`src/rtl/branch_tag_queue.sv`:
```
// In-order tag allocator and recovery-PC store for in-flight branches/JALRs with
// out-of-order resolve, younger-only squash and one-cycle redirect. Optional: BTQ_STATS_EN.
module branch_tag_queue #(
  parameter  int DEPTH = 8,
  parameter  int XLEN  = 32,
  localparam int TAG_W = $clog2(DEPTH)
) (
  input  logic             clk,
  input  logic             rst,
  input  logic             alloc_valid,
  input  logic             alloc_is_jalr,
  input  logic [XLEN-1:0]  alloc_recovery_pc,
  output logic             alloc_ready,
  output logic [TAG_W-1:0] alloc_tag,
  input  logic             resolve_valid,
  input  logic [TAG_W-1:0] resolve_tag,
  input  logic             resolve_mispredict,
  input  logic [XLEN-1:0]  resolve_target,
  output logic             redirect_valid,
  output logic [XLEN-1:0]  redirect_pc,
  output logic [TAG_W:0]   occupancy,
  output logic             empty
`ifdef BTQ_STATS_EN
  ,
  output logic [31:0]      stat_resolved,
  output logic [31:0]      stat_mispredict
`endif
);

  localparam logic [TAG_W:0] PTR_ONE = (TAG_W+1)'(1);
  localparam logic [TAG_W:0] FULL_X  = {1'b1, {TAG_W{1'b0}}};

  logic [TAG_W:0]     head_q, head_d, tail_q, tail_d, occ;
  logic [DEPTH-1:0]   valid_q, valid_d, resolved_q, resolved_d, is_jalr_q;
  logic [XLEN-1:0]    pc_q [DEPTH];
  logic               redirect_valid_q, redirect_valid_d;
  logic [XLEN-1:0]    redirect_pc_q, redirect_pc_d;
  logic [TAG_W-1:0]   head_idx, tail_idx, dist_t;
  logic               full, rs_live, rs_accept, mp_accept, alloc_fire, retire;

  assign head_idx  = head_q[TAG_W-1:0];
  assign tail_idx  = tail_q[TAG_W-1:0];
  assign occ       = tail_q - head_q;
  assign full      = (head_q ^ tail_q) == FULL_X;
  assign rs_live   = valid_q[resolve_tag];
  assign rs_accept = resolve_valid && rs_live && !resolved_q[resolve_tag];
  assign mp_accept = rs_accept && resolve_mispredict;
  // Any mispredict naming a live tag blocks allocation, even one ignored as already resolved.
  assign alloc_ready = !full && !(resolve_valid && resolve_mispredict && rs_live)
                       && !redirect_valid_q;
  assign alloc_fire  = alloc_valid && alloc_ready;
  // Uses registered state only, so a head resolved this cycle retires next cycle.
  assign retire      = valid_q[head_idx] && resolved_q[head_idx];
  assign dist_t      = resolve_tag - head_idx;

  // NOTE: every _d starts from its _q so no path leaves a variable unassigned (no latch).
  always_comb begin
    head_d           = head_q;
    tail_d           = tail_q;
    valid_d          = valid_q;
    resolved_d       = resolved_q;
    redirect_valid_d = 1'b0;
    redirect_pc_d    = redirect_pc_q;

    if (retire) begin
      valid_d[head_idx]    = 1'b0;
      resolved_d[head_idx] = 1'b0;
      head_d               = head_q + PTR_ONE;
    end
    if (rs_accept) resolved_d[resolve_tag] = 1'b1;
    if (mp_accept) begin
      // Squash by modular age from head; slots past the tail are already invalid.
      for (int i = 0; i < DEPTH; i++) begin
        if (TAG_W'(TAG_W'(i) - head_idx) > dist_t) begin
          valid_d[i]    = 1'b0;
          resolved_d[i] = 1'b0;
        end
      end
      tail_d           = head_q + {1'b0, dist_t} + PTR_ONE;
      redirect_valid_d = 1'b1;
      redirect_pc_d    = is_jalr_q[resolve_tag] ? resolve_target : pc_q[resolve_tag];
    end
    if (alloc_fire) begin
      valid_d[tail_idx]    = 1'b1;
      resolved_d[tail_idx] = 1'b0;
      tail_d               = tail_q + PTR_ONE;
    end
  end

  // NOTE: non-blocking assignments for all state so every flop samples pre-edge values.
  always_ff @(posedge clk) begin
    if (rst) begin
      head_q           <= '0;
      tail_q           <= '0;
      valid_q          <= '0;
      resolved_q       <= '0;
      redirect_valid_q <= 1'b0;
      redirect_pc_q    <= '0;
    end else begin
      head_q           <= head_d;
      tail_q           <= tail_d;
      valid_q          <= valid_d;
      resolved_q       <= resolved_d;
      redirect_valid_q <= redirect_valid_d;
      redirect_pc_q    <= redirect_pc_d;
    end
  end

  // NOTE: payload storage is not reset; it is only read behind a set valid bit.
  always_ff @(posedge clk) begin
    if (alloc_fire) begin
      pc_q[tail_idx]      <= alloc_recovery_pc;
      is_jalr_q[tail_idx] <= alloc_is_jalr;
    end
  end

  assign alloc_tag      = tail_idx;
  assign redirect_valid = redirect_valid_q;
  assign redirect_pc    = redirect_pc_q;
  assign occupancy      = occ;
  assign empty          = occ == '0;

`ifdef BTQ_STATS_EN
  logic [31:0] stat_res_q, stat_res_d, stat_mp_q, stat_mp_d;

  always_comb begin
    stat_res_d = stat_res_q;
    stat_mp_d  = stat_mp_q;
    if (rs_accept && stat_res_q != '1) stat_res_d = stat_res_q + 32'd1;
    if (mp_accept && stat_mp_q  != '1) stat_mp_d  = stat_mp_q  + 32'd1;
  end

  always_ff @(posedge clk) begin
    if (rst) begin
      stat_res_q <= '0;
      stat_mp_q  <= '0;
    end else begin
      stat_res_q <= stat_res_d;
      stat_mp_q  <= stat_mp_d;
    end
  end

  assign stat_resolved   = stat_res_q;
  assign stat_mispredict = stat_mp_q;
`endif

endmodule

```
`config.mk`:
```
export PLATFORM = sky130hd
export DESIGN_NAME = branch_tag_queue
export DESIGN_NICKNAME = d
export VERILOG_FILES = /design/src/rtl/branch_tag_queue.sv
export SDC_FILE = /design/constraint.sdc
export NUM_CORES = 1
export LEC_CHECK = 0
export CAP_MARGIN = 5
export CORE_ASPECT_RATIO = 0.6
export CORE_MARGIN = 1
export CORE_UTILIZATION = 51
export CTS_CLUSTER_DIAMETER = 150
export DETAILED_ROUTE_END_ITERATION = 8
export GPL_TIMING_DRIVEN = 0
export HOLD_SLACK_MARGIN = 0.1
export PLACE_DENSITY_LB_ADDON = 0.25
export SYNTH_ARGS = -nofsm -noshare
export SYNTH_HDL_FRONTEND = slang
export SYNTH_SLANG_ARGS = --single-unit
```
`constraint.sdc`:
```
create_clock -name clk -period 6.7 [get_ports clk]
set_input_delay 0.67 -clock clk [delete_from_list [all_inputs] [get_ports clk]]
set_output_delay 0.67 -clock clk [all_outputs]
set_load 0.02 [all_outputs]
```
* Word level (Yosys, flattened, before mapping)
Memories as Yosys holds them, arrays and structs flattened.
Cells that the tools add are included.
** Operators by class
- Equal/unequal tests :: 1
- Bitwise operators :: 8
- Reductions and logical operators :: 18
- Magnitude comparators :: 14
- Muxes and demuxes :: 46
- $add $sub $neg :: 14
** Operators with widths (number)
- $mux 8 :: 7
- $mux 32 :: 1
- $mux 1 :: 27
- $and 8x8->8 :: 3
- $gt 3x3->1 :: 8
- $not 8->8 :: 2
- $or 8x8->8 :: 2
- $bmux 1 s3 :: 5
- $add 4x1->4 const B :: 3
- $logic_and 1x1->1 :: 12
- $lt 3x4->1 const B :: 3
- $sub 3x3->3 const A :: 4
- $demux 1 s3 :: 3
- $ge 3x1->1 const B :: 3
- $bwmux 8 :: 1
- $mux 4 :: 2
- $sub 1x3->3 const A :: 2
- $sub 2x3->3 const A :: 2
- $add 4x3->4 :: 1
- $eq 4x4->1 const B :: 1
- $logic_not 1->1 :: 4
- $logic_not 4->1 :: 1
- $sub 4x4->4 :: 1
- $xor 4x4->4 :: 1
- 2 further kinds :: 2
** Storage, ports and cells
- Output and inout bits :: 42
- Logic and storage cells :: 109
- Memories :: 1
- Memory bits (writable) :: 256
- Flip-flop bits (word level) :: 65
** Memory list
- pc_q :: depth 8, width 32, rd ports 1, clocked after memory_dff 0, wr ports 1, line 35 : logic [XLEN-1:0] pc_q [DEPTH];

* Logic depth before layout (Yosys ltp)
- Depth in word-level cells :: 13
- Gate-level depth with buffers :: 15
- Depth with buffers taken out :: 12

* Worst setup path after synthesis
No wires, ideal clock.
- Kind :: input-to-reg
- From :: in resolve_tag[2]
- To :: reg tail_q[3]
- Arrival time :: 4.390 ns
- Path slack :: 2.062 ns
- Buffers on the path :: 1
- Cell stages on the path :: 7
- Library setup time :: 0.248 ns
- Path through :: buf_4 mux2_2 a32oi_1 and3_4 o21bai_2 nor3_1 a211oi_1
** On the way
- Word-level cells in the longest chain between the ends :: 8
- Elaborated cells between the ends (all ways) :: 19
- Classes of those cells :: add/sub (3); mux (6); reduce/logical (10)
** Ends and longest elaborated chain
- start: declaration :: line 16 : input logic [TAG_W-1:0] resolve_tag,
- parallel branches: the longest is 8 deep, another holds $add 4x3->4
- end signal: assignment :: line 101 : tail_q <= tail_d;
- end: declaration :: line 33 : logic [TAG_W:0] head_q, head_d, tail_q, tail_d, occ;
Several ways; the timed one is not identified. The select of a mux whose other input is x is not followed.
A chain may end at the register's enable or synchronous reset.

* Worst setup path in the final report
- From :: in resolve_tag[0]
- To :: reg valid_q[7]
** On the way
- Word-level cells in the longest chain between the ends :: 8
- Elaborated cells between the ends (all ways) :: 19
- Classes of those cells :: add/sub (1); order compare (1); mux (7); bitwise (1); reduce/logical (9)
** Ends and longest elaborated chain
- parallel branches: the longest is 7 deep, another holds $sub 3x3->3
- $mux 8 (*) :: line 83 : if (alloc_fire) begin
- end signal: assignment :: line 102 : valid_q <= valid_d;
- end: declaration :: line 34 : logic [DEPTH-1:0] valid_q, valid_d, resolved_q, resolved_d, is_jalr_q;
Every way passes the cells marked *. The select of a mux whose other input is x is not followed.

==> flow_metrics.tcl <==
set metrics [dict create \
    hold_buffers 0 \
    fp.dieW_um 213 \
    skew_ns 0.0135 \
    async_flop_share 0 \
    drive_gt1_frac 0.158 \
    tightest_slew_ns 1.17 \
    pwr_density_cell_nw_per_um2 264 \
    max_stage_delay_ns 0.93 \
    slew_headroom 0.221 \
    route.detailed.drc 0 \
    cts_resized 0 \
    grt_use_total 0.287 \
    clk_latency_ns 0.56 \
    postCtsSetupBuffers 0 \
    crit_chain "clkdlybuf4s50_1, buf_2, inv_1, clkbuf_1, clkbuf_1, ha_1, fa_1, xor2_1, xnor2_1, inv_1, ha_1, inv_1, o22a_1, a211oi_1, o31ai_1" \
    antenna_found_initial 0 \
    pin_count 115 \
    synth_fp_nets 1019 \
    period_share 0.766 \
    die_h_um 128 \
    rsz0062_at_grt "false" \
    reg2reg_from "head_q[2]" \
    cp_data_arrival_time_ns 5.55 \
    fp-row-count 45 \
    setup_violations 0 \
    gp_congestion 0.965 \
    synthCells 918 \
    max-vdd-ir-drop_uv 205 \
    ant_nets 0 \
    drv_cap 0 \
    grt-ovfl-total 0 \
    layout_min_cycle_time_ns 5.13 \
    first_pass_iters 6 \
    synth_seq_cells 321 \
    syn-cell-area_um2 13600 \
    critPathKind "primary input to flip-flop" \
    core_area_um2 25700 \
    postSynthAreaPerCell_um2 14.8 \
    hold_end "redirect_pc[18]" \
    grt_pass1_vias 8455 \
    start_kind "primary input" \
    synth_seq_area_share 0.668 \
    cts_buffers 29 \
    die-area_um2 27300 \
    hold_viol 0 \
    crit_fanout 13 \
    num_vias 9166 \
    fin_util 0.636 \
    drv_slew 0 \
    dp_hpwl_mm 26.5 \
    grt_pass1_wl_mm 56.0 \
    crit-reg2reg-capture "pc_q[6][10]" \
    yosysWarnings 0 \
    final_cell_mix "264 x edfxtp_1, 113 x clkdlybuf4s50_1, 78 x nand2_1, 57 x dfxtp_1, 40 x a21oi_1" \
    placed_cells 1399 \
    stdcell_count 1452 \
    timing.fmax_mhz 195 \
    power_leakage_nw 5.54 \
    wire_per_inst_um 26.7 \
    clk_pin_slew_worst_paths_ns 0.07 \
    via_per_inst 6.31 \
    hp-class "flip-flop to flip-flop" \
    crit_slowest_cell "clkbuf_1" \
    min_from "redirect_pc[18]" \
    cpLargestDelayFamily "buffers and inverters" \
    final_nets 1179 \
    io_buffers 113 \
    num-fill-cells 1865 \
    postLayoutCellArea_um2 16400 \
    synth_flop_cell "edfxtp_1" \
    worstRegToRegCells 9 \
    crit_top_cell "inv_1" \
    finalSetupTns_ns 0 \
    crit_buf_inv 7 \
    status "complete, no violations" \
    clkSinkCount 321 \
    htreeDepth 1 \
    dpl-instance-area_um2 15400 \
    cp-end-kind "flip-flop" \
    clk_path_buf_depth 3 \
    cts_tree "yes" \
    drt_iter0_drc 1332 \
    synth_cell_type_count 75 \
    min_path_cells 2 \
    grt_max_degree 34 \
    initial_core_util 0.528 \
    cts_root_buf "clkbuf_16" \
    synth_edf_count 264 \
    area_growth_pct 20.6 \
    wirelength_mm 38.8 \
    cp.required_ns 7.12 \
    layout_commonest_cell "edfxtp_1" \
    reg2reg_slack_ns 2.90 \
]
[layout make-up]
type	count	area (µm²)	area share
Timing Repair Buffer	129	1390	0.0849
Clock buffer	37	786	0.0480
Multi-Input combinational cell	514	4150	0.253
Antenna cell	1	2.50	0.000153
Tap cell	352	440	0.0269
Clock inverter	15	146	0.00894
Sequential cell	321	9070	0.554
Inverter	25	93.8	0.00573
Buffer	58	298	0.0182
[Yosys cell counts (7+ instances only)]
| cell type | n | share of area |
|---|---|---|
| a21oi_1 | 40 | 0.015 |
| a221oi_1 | 33 | 0.021 |
| a22o_1 | 7 | 0.0045 |
| a22oi_1 | 18 | 0.010 |
| buf_2 | 21 | 0.0077 |
| buf_4 | 12 | 0.0066 |
| clkbuf_1 | 22 | 0.0061 |
| dfxtp_1 | 57 | 0.084 |
| edfxtp_1 | 264 | 0.58 |
| ha_1 | 26 | 0.024 |
| inv_1 | 23 | 0.0064 |
| mux2_2 | 37 | 0.031 |
| mux2i_1 | 29 | 0.021 |
| mux4_2 | 22 | 0.036 |
| nand2_1 | 78 | 0.022 |
| nand3_1 | 19 | 0.0070 |
| nor2_1 | 18 | 0.0050 |
| nor2b_1 | 11 | 0.0051 |
| nor3_1 | 7 | 0.0026 |
| o21ai_0 | 25 | 0.0092 |
| o22ai_1 | 32 | 0.015 |
[report_power, final]
part           leakage, nW  internal (mW)  switching, mW
Sequential            2.86           2.22         0.0206
Clock                0.452          0.938          0.723
Combinational         2.23          0.163          0.257
[worst reg2reg max path, cell delays in order, from the launching register on]
cell      delay, ns
dfxtp_1        0.47
clkbuf_1       0.39
inv_1          0.30
ha_1           0.40
a41oi_1        0.31
nand2_1        0.15
o21bai_2       0.32
nor3_4         0.68
buf_8          0.26
buf_8          0.21
[registers in the layout (all words and copies together), names as in the netlist]
name / flops
head_q: 4
redirect_pc: 32
redirect_valid: 1
valid_q: 8
tail_q: 4
pc_q: 256
is_jalr_q: 8
resolved_q: 8
[cell families after synthesis]
kind of cell / share of synthesized area
flip-flops: 0.668
AO/OA/AOI/OAI: 0.120
AND/OR/NAND/NOR: 0.0583
multiplexers: 0.0902
buffers and inverters: 0.0288
adder cells (fa/ha/maj): 0.0276
XOR/XNOR: 0.00710
[metrics by stage]
stage / worst slack (ns) / power [mW] / hold WS (ns)
2_1_floorplan: 2.06 / 2.49 / 0.456
3_3_place_gp: -1.09 / 2.68 / 0.454
3_5_place_dp: 1.17 / 2.69 / 0.460
4_1_cts: 1.74 / 4.32 / 0.468
5_1_grt: 1.29 / 4.43 / 0.492
6_report: 1.57 / 4.32 / 0.466
[how the worst max path moves through the flow]
| stage | from | to | slack [ns] | cells past startpoint |
|---|---|---|---|---|
| 2_1_floorplan | resolve_tag[2] | tail_q[3] | 2.06 | 7 |
| 3_3_place_gp | resolve_tag[0] | tail_q[3] | -1.09 | 9 |
| 5_1_grt | resolve_tag[0] | tail_q[3] | 1.29 | 16 |
| 3_5_place_dp | resolve_tag[0] | tail_q[3] | 1.17 | 16 |
| 4_1_cts | resolve_tag[0] | tail_q[3] | 1.74 | 16 |
| 6_report | resolve_tag[0] | valid_q[7] | 1.57 | 15 |
[metal layers]
layer  routed length, µm  part of all wire  GRT usage
met3                4530              0.12     0.0713
met5                  54            0.0014     0.0138
met1               17400              0.45      0.455
met4                 890             0.023     0.0707
met2               15900              0.41      0.391
(Power assumes the default switching activity.)
